### config.mk
export PLATFORM = sky130hd
export DESIGN_NAME = sample_line_packer_flat
export DESIGN_NICKNAME = d
export VERILOG_FILES = /design/src/rtl/sample_line_packer_if.sv /design/src/rtl/sample_line_packer.sv /design/src/flat_wrapper.sv
export SDC_FILE = /design/constraint.sdc
export NUM_CORES = 2
export LEC_CHECK = 0
export ABC_AREA = 1
export CELL_PAD_IN_SITES_DETAIL_PLACEMENT = 1
export CELL_PAD_IN_SITES_GLOBAL_PLACEMENT = 1
export CORE_AREA = 5 5 478 480
export DETAILED_ROUTE_END_ITERATION = 7
export DIE_AREA = 0 0 483 485
export PLACE_DENSITY = 0.74
export SETUP_SLACK_MARGIN = 0.02
export SKIP_CTS_REPAIR_TIMING = 1
export SLEW_MARGIN = 30
export SYNTH_ARGS = -nofsm -noshare
export SYNTH_HDL_FRONTEND = slang
export SYNTH_SLANG_ARGS = --single-unit
### constraint.sdc
create_clock -name clk -period 2.5 [get_ports clk]
set_input_delay 0.25 -clock clk [delete_from_list [all_inputs] [get_ports clk]]
set_output_delay 0.25 -clock clk [all_outputs]
set_load 0.1 [all_outputs]
### src/rtl/sample_line_packer_if.sv
// rtl/sample_line_packer_if.sv - line write port from the packer to the DRAM write controller
interface sample_line_packer_if #(
  parameter int MEM_DATA_WIDTH = 128,
  parameter int LANES          = 4
);
  logic                      mem_wr_valid;
  logic                      mem_wr_ready;
  logic [MEM_DATA_WIDTH-1:0] mem_wr_data;
  logic [27:0]               mem_wr_addr;
  logic [LANES-1:0]          mem_wr_mask;

  modport master (
    output mem_wr_valid, mem_wr_data, mem_wr_addr, mem_wr_mask,
    input  mem_wr_ready
  );

  modport slave (
    input  mem_wr_valid, mem_wr_data, mem_wr_addr, mem_wr_mask,
    output mem_wr_ready
  );
endinterface

### src/rtl/sample_line_packer.sv
// rtl/sample_line_packer.sv - packs sample packets into masked memory lines behind a line FIFO
// Optional: SAMPLE_LINE_PACKER_DROP_CNT_EN adds a saturating drop_count output.
module sample_line_packer #(
  parameter int SAMPLE_PACKET_WIDTH = 32,
  parameter int MEM_DATA_WIDTH      = 128,
  parameter int FIFO_DEPTH          = 8,
  parameter int AFULL_MARGIN        = 2
) (
  input  logic                           clk,
  input  logic                           reset,
  input  logic [SAMPLE_PACKET_WIDTH-1:0] samplePacket,
  input  logic                           write_enable,
  input  logic [31:0]                    sample_number,
  input  logic                           flush,
  output logic                           pageFull,
  output logic                           idle,
  output logic                           overflow,
`ifdef SAMPLE_LINE_PACKER_DROP_CNT_EN
  output logic [15:0]                    drop_count,
`endif
  sample_line_packer_if.master           mem_wr
);
  localparam int SPW   = SAMPLE_PACKET_WIDTH;
  localparam int MDW   = MEM_DATA_WIDTH;
  localparam int LANES = MDW / SPW;
  localparam int LB    = $clog2(LANES);
  localparam int LW    = 32 - LB;
  localparam int PW    = $clog2(FIFO_DEPTH);
  localparam int CW    = PW + 1;

  typedef struct packed {
    logic [MDW-1:0]   data;
    logic [27:0]      addr;
    logic [LANES-1:0] mask;
  } line_t;

  logic [MDW-1:0]   stg_data_q, stg_data_d;
  logic [LW-1:0]    stg_line_q, stg_line_d;
  logic [LANES-1:0] stg_mask_q, stg_mask_d;
  logic             stg_seal_q, stg_seal_d;
  line_t            pend_q, pend_d;
  logic             pend_v_q, pend_v_d;
  line_t            mem_q [FIFO_DEPTH];
  line_t            mem_d [FIFO_DEPTH];
  logic [PW-1:0]    wr_ptr_q, wr_ptr_d, rd_ptr_q, rd_ptr_d;
  logic [CW-1:0]    count_q, count_d;
  logic             overflow_q, overflow_d;

  logic [LB-1:0]    lane;
  logic [LW-1:0]    line;
  logic             stg_open, brk, done;
  logic [MDW-1:0]   mrg_data;
  logic [LANES-1:0] mrg_mask;
  line_t            old_line, mrg_line, c1, c2, push_line, head;
  logic             c1_v, c2_v, push_v;
  logic             pop, full, drop, wr;

  // Completed lines this cycle form an ordered list: pend, then c1, then c2.
  // Only the oldest is pushed; a second leftover waits in staging marked sealed.
  always_comb begin
    lane     = sample_number[LB-1:0];
    line     = sample_number[31:LB];
    stg_open = (|stg_mask_q) & ~stg_seal_q;
    brk      = stg_seal_q | (write_enable & stg_open & (line != stg_line_q));
    done     = write_enable & (flush | (lane == LB'(LANES - 1)));

    old_line.data = stg_data_q;
    old_line.addr = stg_line_q[27:0];
    old_line.mask = stg_mask_q;

    mrg_data = (stg_open & ~brk) ? stg_data_q : '0;
    mrg_mask = (stg_open & ~brk) ? stg_mask_q : '0;
    for (int k = 0; k < LANES; k++) begin
      if (lane == LB'(k)) begin
        mrg_data[k*SPW +: SPW] = samplePacket;
        mrg_mask[k]            = 1'b1;
      end
    end
    mrg_line.data = mrg_data;
    mrg_line.addr = line[27:0];
    mrg_line.mask = mrg_mask;

    c1_v       = 1'b0;
    c1         = '0;
    c2_v       = 1'b0;
    c2         = '0;
    stg_data_d = stg_data_q;
    stg_line_d = stg_line_q;
    stg_mask_d = stg_mask_q;
    stg_seal_d = 1'b0;

    if (brk | (~write_enable & flush & stg_open)) begin
      c1_v       = 1'b1;
      c1         = old_line;
      stg_data_d = '0;
      stg_mask_d = '0;
    end
    if (write_enable) begin
      if (done) begin
        if (c1_v) begin
          c2_v = 1'b1;
          c2   = mrg_line;
        end else begin
          c1_v = 1'b1;
          c1   = mrg_line;
        end
        stg_data_d = '0;
        stg_mask_d = '0;
      end else begin
        stg_data_d = mrg_data;
        stg_mask_d = mrg_mask;
        stg_line_d = line;
      end
    end

    push_v    = 1'b0;
    push_line = '0;
    pend_v_d  = 1'b0;
    pend_d    = '0;
    if (pend_v_q) begin
      push_v    = 1'b1;
      push_line = pend_q;
      pend_v_d  = c1_v;
      pend_d    = c1;
      if (c2_v) begin
        stg_data_d = c2.data;
        stg_mask_d = c2.mask;
        stg_line_d = line;
        stg_seal_d = 1'b1;
      end
    end else begin
      push_v    = c1_v;
      push_line = c1;
      pend_v_d  = c2_v;
      pend_d    = c2;
    end
  end

  always_comb begin
    pop        = mem_wr.mem_wr_valid & mem_wr.mem_wr_ready;
    full       = (count_q == CW'(FIFO_DEPTH));
    drop       = push_v & full & ~pop;
    wr         = push_v & ~drop;
    mem_d      = mem_q;
    if (wr) mem_d[wr_ptr_q] = push_line;
    wr_ptr_d   = wr_ptr_q + PW'(wr);
    rd_ptr_d   = rd_ptr_q + PW'(pop);
    count_d    = count_q + CW'(wr) - CW'(pop);
    overflow_d = overflow_q | drop;
  end

  always_ff @(posedge clk) begin
    if (reset) begin
      stg_data_q <= '0;
      stg_line_q <= '0;
      stg_mask_q <= '0;
      stg_seal_q <= 1'b0;
      pend_q     <= '0;
      pend_v_q   <= 1'b0;
      mem_q      <= '{default: '0};
      wr_ptr_q   <= '0;
      rd_ptr_q   <= '0;
      count_q    <= '0;
      overflow_q <= 1'b0;
    end else begin
      stg_data_q <= stg_data_d;
      stg_line_q <= stg_line_d;
      stg_mask_q <= stg_mask_d;
      stg_seal_q <= stg_seal_d;
      pend_q     <= pend_d;
      pend_v_q   <= pend_v_d;
      mem_q      <= mem_d;
      wr_ptr_q   <= wr_ptr_d;
      rd_ptr_q   <= rd_ptr_d;
      count_q    <= count_d;
      overflow_q <= overflow_d;
    end
  end

`ifdef SAMPLE_LINE_PACKER_DROP_CNT_EN
  logic [15:0] drop_cnt_q, drop_cnt_d;

  always_comb begin
    drop_cnt_d = drop_cnt_q;
    if (drop && (drop_cnt_q != 16'hFFFF)) drop_cnt_d = drop_cnt_q + 16'd1;
  end

  always_ff @(posedge clk) begin
    if (reset) drop_cnt_q <= '0;
    else       drop_cnt_q <= drop_cnt_d;
  end

  assign drop_count = drop_cnt_q;
`endif

  // Head is gated so the port reads all-zero whenever nothing is offered.
  always_comb begin
    head                = mem_q[rd_ptr_q];
    mem_wr.mem_wr_valid = (count_q != '0);
    mem_wr.mem_wr_data  = mem_wr.mem_wr_valid ? head.data : '0;
    mem_wr.mem_wr_addr  = mem_wr.mem_wr_valid ? head.addr : '0;
    mem_wr.mem_wr_mask  = mem_wr.mem_wr_valid ? head.mask : '0;
  end

  assign pageFull = (count_q >= CW'(FIFO_DEPTH - AFULL_MARGIN)) | pend_v_q;
  assign idle     = (count_q == '0) & ~(|stg_mask_q) & ~pend_v_q;
  assign overflow = overflow_q;
endmodule
### src/flat_wrapper.sv
// flat-port wrapper written by rule: the top's interface ports become plain ports
module sample_line_packer_flat 
#(
  parameter int SAMPLE_PACKET_WIDTH = 32,
  parameter int MEM_DATA_WIDTH      = 128,
  parameter int FIFO_DEPTH          = 8,
  parameter int AFULL_MARGIN        = 2
)
  (clk, reset, samplePacket, write_enable, sample_number, flush, pageFull, idle, overflow, mem_wr_mem_wr_valid, mem_wr_mem_wr_data, mem_wr_mem_wr_addr, mem_wr_mem_wr_mask, mem_wr_mem_wr_ready);
  sample_line_packer_if #(.MEM_DATA_WIDTH(MEM_DATA_WIDTH)) mem_wr_i ();
  input  logic clk;
  input  logic reset;
  input  logic [SAMPLE_PACKET_WIDTH-1:0] samplePacket;
  input  logic write_enable;
  input  logic [31:0] sample_number;
  input  logic flush;
  output logic pageFull;
  output logic idle;
  output logic overflow;
  output wire logic [$bits(mem_wr_i.mem_wr_valid)-1:0] mem_wr_mem_wr_valid;
  output wire logic [$bits(mem_wr_i.mem_wr_data)-1:0] mem_wr_mem_wr_data;
  output wire logic [$bits(mem_wr_i.mem_wr_addr)-1:0] mem_wr_mem_wr_addr;
  output wire logic [$bits(mem_wr_i.mem_wr_mask)-1:0] mem_wr_mem_wr_mask;
  input wire logic [$bits(mem_wr_i.mem_wr_ready)-1:0] mem_wr_mem_wr_ready;
  assign mem_wr_mem_wr_valid = mem_wr_i.mem_wr_valid;
  assign mem_wr_mem_wr_data = mem_wr_i.mem_wr_data;
  assign mem_wr_mem_wr_addr = mem_wr_i.mem_wr_addr;
  assign mem_wr_mem_wr_mask = mem_wr_i.mem_wr_mask;
  assign mem_wr_i.mem_wr_ready = mem_wr_mem_wr_ready;
  sample_line_packer #(.SAMPLE_PACKET_WIDTH(SAMPLE_PACKET_WIDTH), .MEM_DATA_WIDTH(MEM_DATA_WIDTH), .FIFO_DEPTH(FIFO_DEPTH), .AFULL_MARGIN(AFULL_MARGIN)) u_core (.clk(clk), .reset(reset), .samplePacket(samplePacket), .write_enable(write_enable), .sample_number(sample_number), .flush(flush), .pageFull(pageFull), .idle(idle), .overflow(overflow), .mem_wr(mem_wr_i));
endmodule
# [After elaboration in Yosys (flattened, before gate mapping)]
# Cells that the tools add are included.
[classes] magnitude_cmp=4 eq_ne=5 reduce_logical=6 muxes=51 bitwise_logic=27 addsub=4
[op_table] op="two-way mux 160 bit" n=12
[op_table] op="bitwise mux 1280 bit" n=1
[op_table] op="two-way mux 128 bit" n=7
[op_table] op="binary-select mux 160 bit (select 3 bit)" n=1
[op_table] op="demux 160 bit (select 3 bit)" n=1
[op_table] op="two-way mux 32 bit" n=4
[op_table] op="two-way mux 30 bit" n=4
[op_table] op="inequality test 30 bit" n=1
[op_table] op="two-way mux 28 bit" n=1
[op_table] op="two-way mux 4 bit" n=7
[op_table] op="bitwise AND 1 bit" n=13
[op_table] op="two-way mux 1 bit" n=13
[op_table] op="greater-or-equal comparator 4 bit, second input constant" n=2
[op_table] op="NOT 3 -> 4 bit" n=2
[op_table] op="NOT 1 bit" n=7
[op_table] op="adder 3 x 1 -> 3 bit" n=2
[op_table] op="bitwise OR 1 bit" n=5
[op_table] op="adder 4 x 1 -> 4 bit" n=1
[op_table] op="== test 2 bit, second input constant" n=2
[op_table] op="== test 4 bit, second input constant" n=1
[op_table] op="greater-or-equal comparator 4 x 3 -> 1 bit, second input constant" n=1
[op_table] op="logical NOT 4 bit" n=1
[op_table] op="less-than comparator 4 x 1 -> 1 bit, second input constant" n=1
[op_table] op="nonzero test 4 bit" n=1
[op_table] op="other kinds (6)" n=6
[totals] wordCells=133 output_inout_bits=164 regBits=1615 input_bits=69

# [Longest topological paths before layout]
[logic_depth] depth_word=16 mapped_depth=18 mapped_depth_nobuf=17

# [Worst setup path after synthesis]
# Ideal clock, no wire load.
[synth_path] path_kind="register -> output" startpoint="register u_core.count_q[2]" endpoint="output idle" t_arrival_ps=3587 slack_ps=-1337 path_stages_with_launch=6 cell_sequence="dfxtp_1 inv_1 ha_1 nand2_1 clkbuf_1 nor3_1"
[synth_between] elab_chain_cells=3
[synth_lines] item="start, declared" line="sample_line_packer.sv:46" text="logic [CW-1:0] count_q, count_d;"
[synth_lines] item="start signal, assigned" line="sample_line_packer.sv:175" text="count_q <= count_d;"
[synth_lines] item="logical NOT 4 bit" line="sample_line_packer.sv:206" text="assign idle = (count_q == '0) & ~(|stg_mask_q) & ~pend_v_q;"
[synth_lines] item="bitwise AND 1 bit (2 in a row)" line="sample_line_packer.sv:206"
[synth_lines] item="end, declared" line="flat_wrapper.sv:18" text="output logic idle;"
# No other way between the ends.

# [Worst setup path after layout]
[layout_path] startpoint="register u_core.rd_ptr_q[1]" endpoint="output mem_wr_mem_wr_mask[2]"
[layout_between] elab_chain_cells=5
[layout_lines] item="start, declared" line="sample_line_packer.sv:45" text="logic [PW-1:0] wr_ptr_q, wr_ptr_d, rd_ptr_q, rd_ptr_d;"
[layout_lines] item="start signal, assigned" line="sample_line_packer.sv:174" text="rd_ptr_q <= rd_ptr_d;"
[layout_lines] item="NOT 3 -> 4 bit (implied by the code)" line="sample_line_packer.sv:198" text="head = mem_q[rd_ptr_q];"
[layout_lines] item="binary-select mux 160 bit (select 3 bit)" line="sample_line_packer.sv:198"
[layout_lines] item="two-way mux 160 bit (implied by the code) (2 in a row)" line="sample_line_packer.sv:198"
[layout_lines] item="two-way mux 4 bit" line="sample_line_packer.sv:202" text="mem_wr.mem_wr_mask = mem_wr.mem_wr_valid ? head.mask : '0;"
[layout_lines] item="end, declared" line="flat_wrapper.sv:23" text="output wire logic [$bits(mem_wr_i.mem_wr_mask)-1:0] mem_wr_mem_wr_mask;"
# No other way between the ends. The select of a mux whose other input is x is not followed.

==> impl_metrics.ini <==
[status]
outcome = complete, but fails checks
violations = negative setup slack

[synthesis]
ys_warn_count = 0
yosysSeqAreaShare_pct = 41.58
synth_top_area_share_pct = 41.58
synthesis.nets = 12250
synth.distinct_cells = 30
netlist_top_cells_area = dfxtp_1, nand2_1, a21oi_1, inv_1, o21ai_0
synth_seq_cells = 1615
synth_area_sq_um = 77760
syn_area_per_cell_sq_um = 6.388
yosysTopAreaCell = dfxtp_1
synthCells = 12170

[clock_network]
path_clk_slew_ns = 0.06
clockRootBuffer = clkbuf_16
cts_max_level = 4
clock-sinks = 1615
cts_buffers = 186
clockBufferDepth = 3
clock_latency_ns = 0.88
cts_tree = done

[global_route]
grtUsageMet2_pct = 47.20
top_usage_layer = met2
grt_pass1_wl_mm = 512.2
met1_usage_pct = 33.87
grt_overflow = 0
antenna_found_initial = 28
grt_usage_pct = 27.42
grt_start_max_net_pins = 149
grt_pass1_vias = 87200
grt_util_met3_pct = 3.676

[sta]
hold_slack_ns = 0.03238
rsz0062_at_grt = true
tns_ns = -455.98
fin_skew_ns = 0.03455
worst_pin_slew_ns = 1.039
setup_viol = 1767
finalCritPeriodShare_pct = 128.1
clock.fmax_mhz = 312.3
drv_slew = 0
slew_headroom_pct = 30.73
hold_viol_final = 0
layout_min_cycle_time_ns = 3.202
worst_slack_ns = -0.7023

[floorplanning]
num_rows = 174
die_x_um = 483
die_area_sq_um = 234300
fp.dieH_um = 485
initial_core_util_pct = 34.74
ioPinCount = 233
core_sq_um = 223800

[placement]
port-buffer-count = 232
hpwlAfterDp_mm = 212.8
place.gp.congestion = 0.8193

[drt]
drtPass1Iterations = 6
avgViaCountPerCell = 5.519
drt-initial-drc-count = 7468
vias = 86320
wl_mm = 374.4
ant_nets = 0
post_drt_wl_per_cell_um = 23.93
drc = 0

[critical_path]
end_kind = output pin
critPathArrivalTime_ns = 2.95
start_kind = register
path_class = register to output pin
cp_max_fo = 85
required_ns = 2.25

[power_and_ir_drop]
power_density_nw_per_um2 = 974.9
vdd_ir_drop_max_uv = 1178
leakagePower_uw = 0.04781
power_uw = 103000

[layout]
area.growth.synth_to_final_pct = 35.82
drive_above_1_share_pct = 18.27
nNetsFinal = 12560
final_core_util_pct = 47.19

[run]
cap_violations = 0

[worst_hold_path]
min_path_type = primary input to register
-- final timing paths --
path | startpoint | endpoint | slack [ns] | depth (start not counted)
worst max-delay path | u_core.rd_ptr_q[1] | mem_wr_mem_wr_mask[2] | -0.70 | 8
worst min-delay path | sample_number[26] | u_core.stg_line_q[24] | 0.03 | 3
worst max register to register | u_core.stg_line_q[3] | u_core.mem_q[63] | -0.38 | 17
worst min register to register | u_core.overflow | u_core.overflow | 0.45 | 2
-- synth_stat cells (all sizes together) --
master  number
inv       1461
xor2         4
o211ai       1
clkinv       5
nor3         9
o21a         1
a31oi      162
nand2     4227
dfxtp     1615
o21ai      665
a21boi       1
ha          11
buf        312
a21o         1
or2        160
nor2       193
nand4        3
clkbuf     599
a21oi     2239
xnor2       23
fa           1
nand3      473
o211a        6
-- per-layer routing --
metal | vias to the layer above | share of wire (%)
met1 | 43230 | 41
met3 | 994 | 6.6
met5 | - | 0.019
met2 | 3093 | 47
met4 | 10 | 5.9
li1 | 39000 | -
-- through the flow --
stage | cells | area, sq um | setup slack, ns
after global routing | 15640 | 105600 | -0.7102
after CTS | 15460 | 98470 | -0.9347
final | 15640 | 105600 | -0.7023
after floorplan | 12170 | 80170 | -0.2268
after global placement | 15120 | 92240 | -1.391
after detailed placement | 15120 | 92240 | -1.422
-- critical path: stages (launching register included) --
cell and delay [ns]:
dfxtp_4 0.39, buf_4 0.18, buf_12 0.22, a21oi_1 0.33
o21ai_0 0.15, nand3_1 0.11, nand2_1 0.08, a31oi_4 0.30
buf_12 0.22
-- cells in the final DEF, fill, tap and decap left out, drive strengths merged, types with 9 or more instances in the layout --
cell type | Yosys | final
xnor2 | 23 | 23
o21ai | 665 | 665
diode | 0 | 17
buf | 312 | 886
nand2 | 4227 | 4227
nor3 | 9 | 9
ha | 11 | 11
nand3 | 473 | 473
clkinv | 5 | 43
dfxtp | 1615 | 1615
clkbuf | 599 | 359
nor2 | 193 | 193
inv | 1461 | 1472
a31oi | 162 | 162
clkdlybuf4s50 | 0 | 67
or2 | 160 | 160
a21oi | 2239 | 2239
-- sequential cells by signal, indices dropped and copies added (netlist names) --
signal,flops
u_core.count_q,4
u_core.mem_q,1280
u_core.overflow,1
u_core.pend_q,160
u_core.pend_v_q,1
u_core.rd_ptr_q,3
u_core.stg_data_q,128
u_core.stg_line_q,30
u_core.stg_mask_q,4
u_core.stg_seal_q,1
u_core.wr_ptr_q,3
-- layout make-up --
class	count	area [sq um]
Tap cell	2992	3744
Clock inverter	58	708.2
Timing Repair Buffer	1028	15460
Multi-Input combinational cell	8180	42080
Antenna cell	17	42.54
Fill cell	27690	118200
Clock buffer	285	5527
Timing Repair inverter	1	16.27
Sequential cell	1615	32370
Inverter	1466	5664
-- cell families (layout without fill, tap and decap cells) --
kind of cell / Yosys count / in the layout / share of synthesized area (%)
XOR/XNOR: 27 / 27 / 0.3041
AND/OR/NAND/NOR: 5065 / 5065 / 25.90
flip-flops: 1615 / 1615 / 41.58
AO/OA/AOI/OAI: 3076 / 3076 / 20.11
adder cells (fa/ha/maj): 12 / 12 / 0.2027
other: 0 / 17 / 0
buffers and inverters: 2377 / 2838 / 11.90
-- power by group --
part           internal [uW]  total [uW]  switching [uW]
combinational          15200       46900           31700
clock                  16100       28300           12300
sequential             27100       27700             613
total                  58400      103000           44600
(Power assumes the default switching activity.)
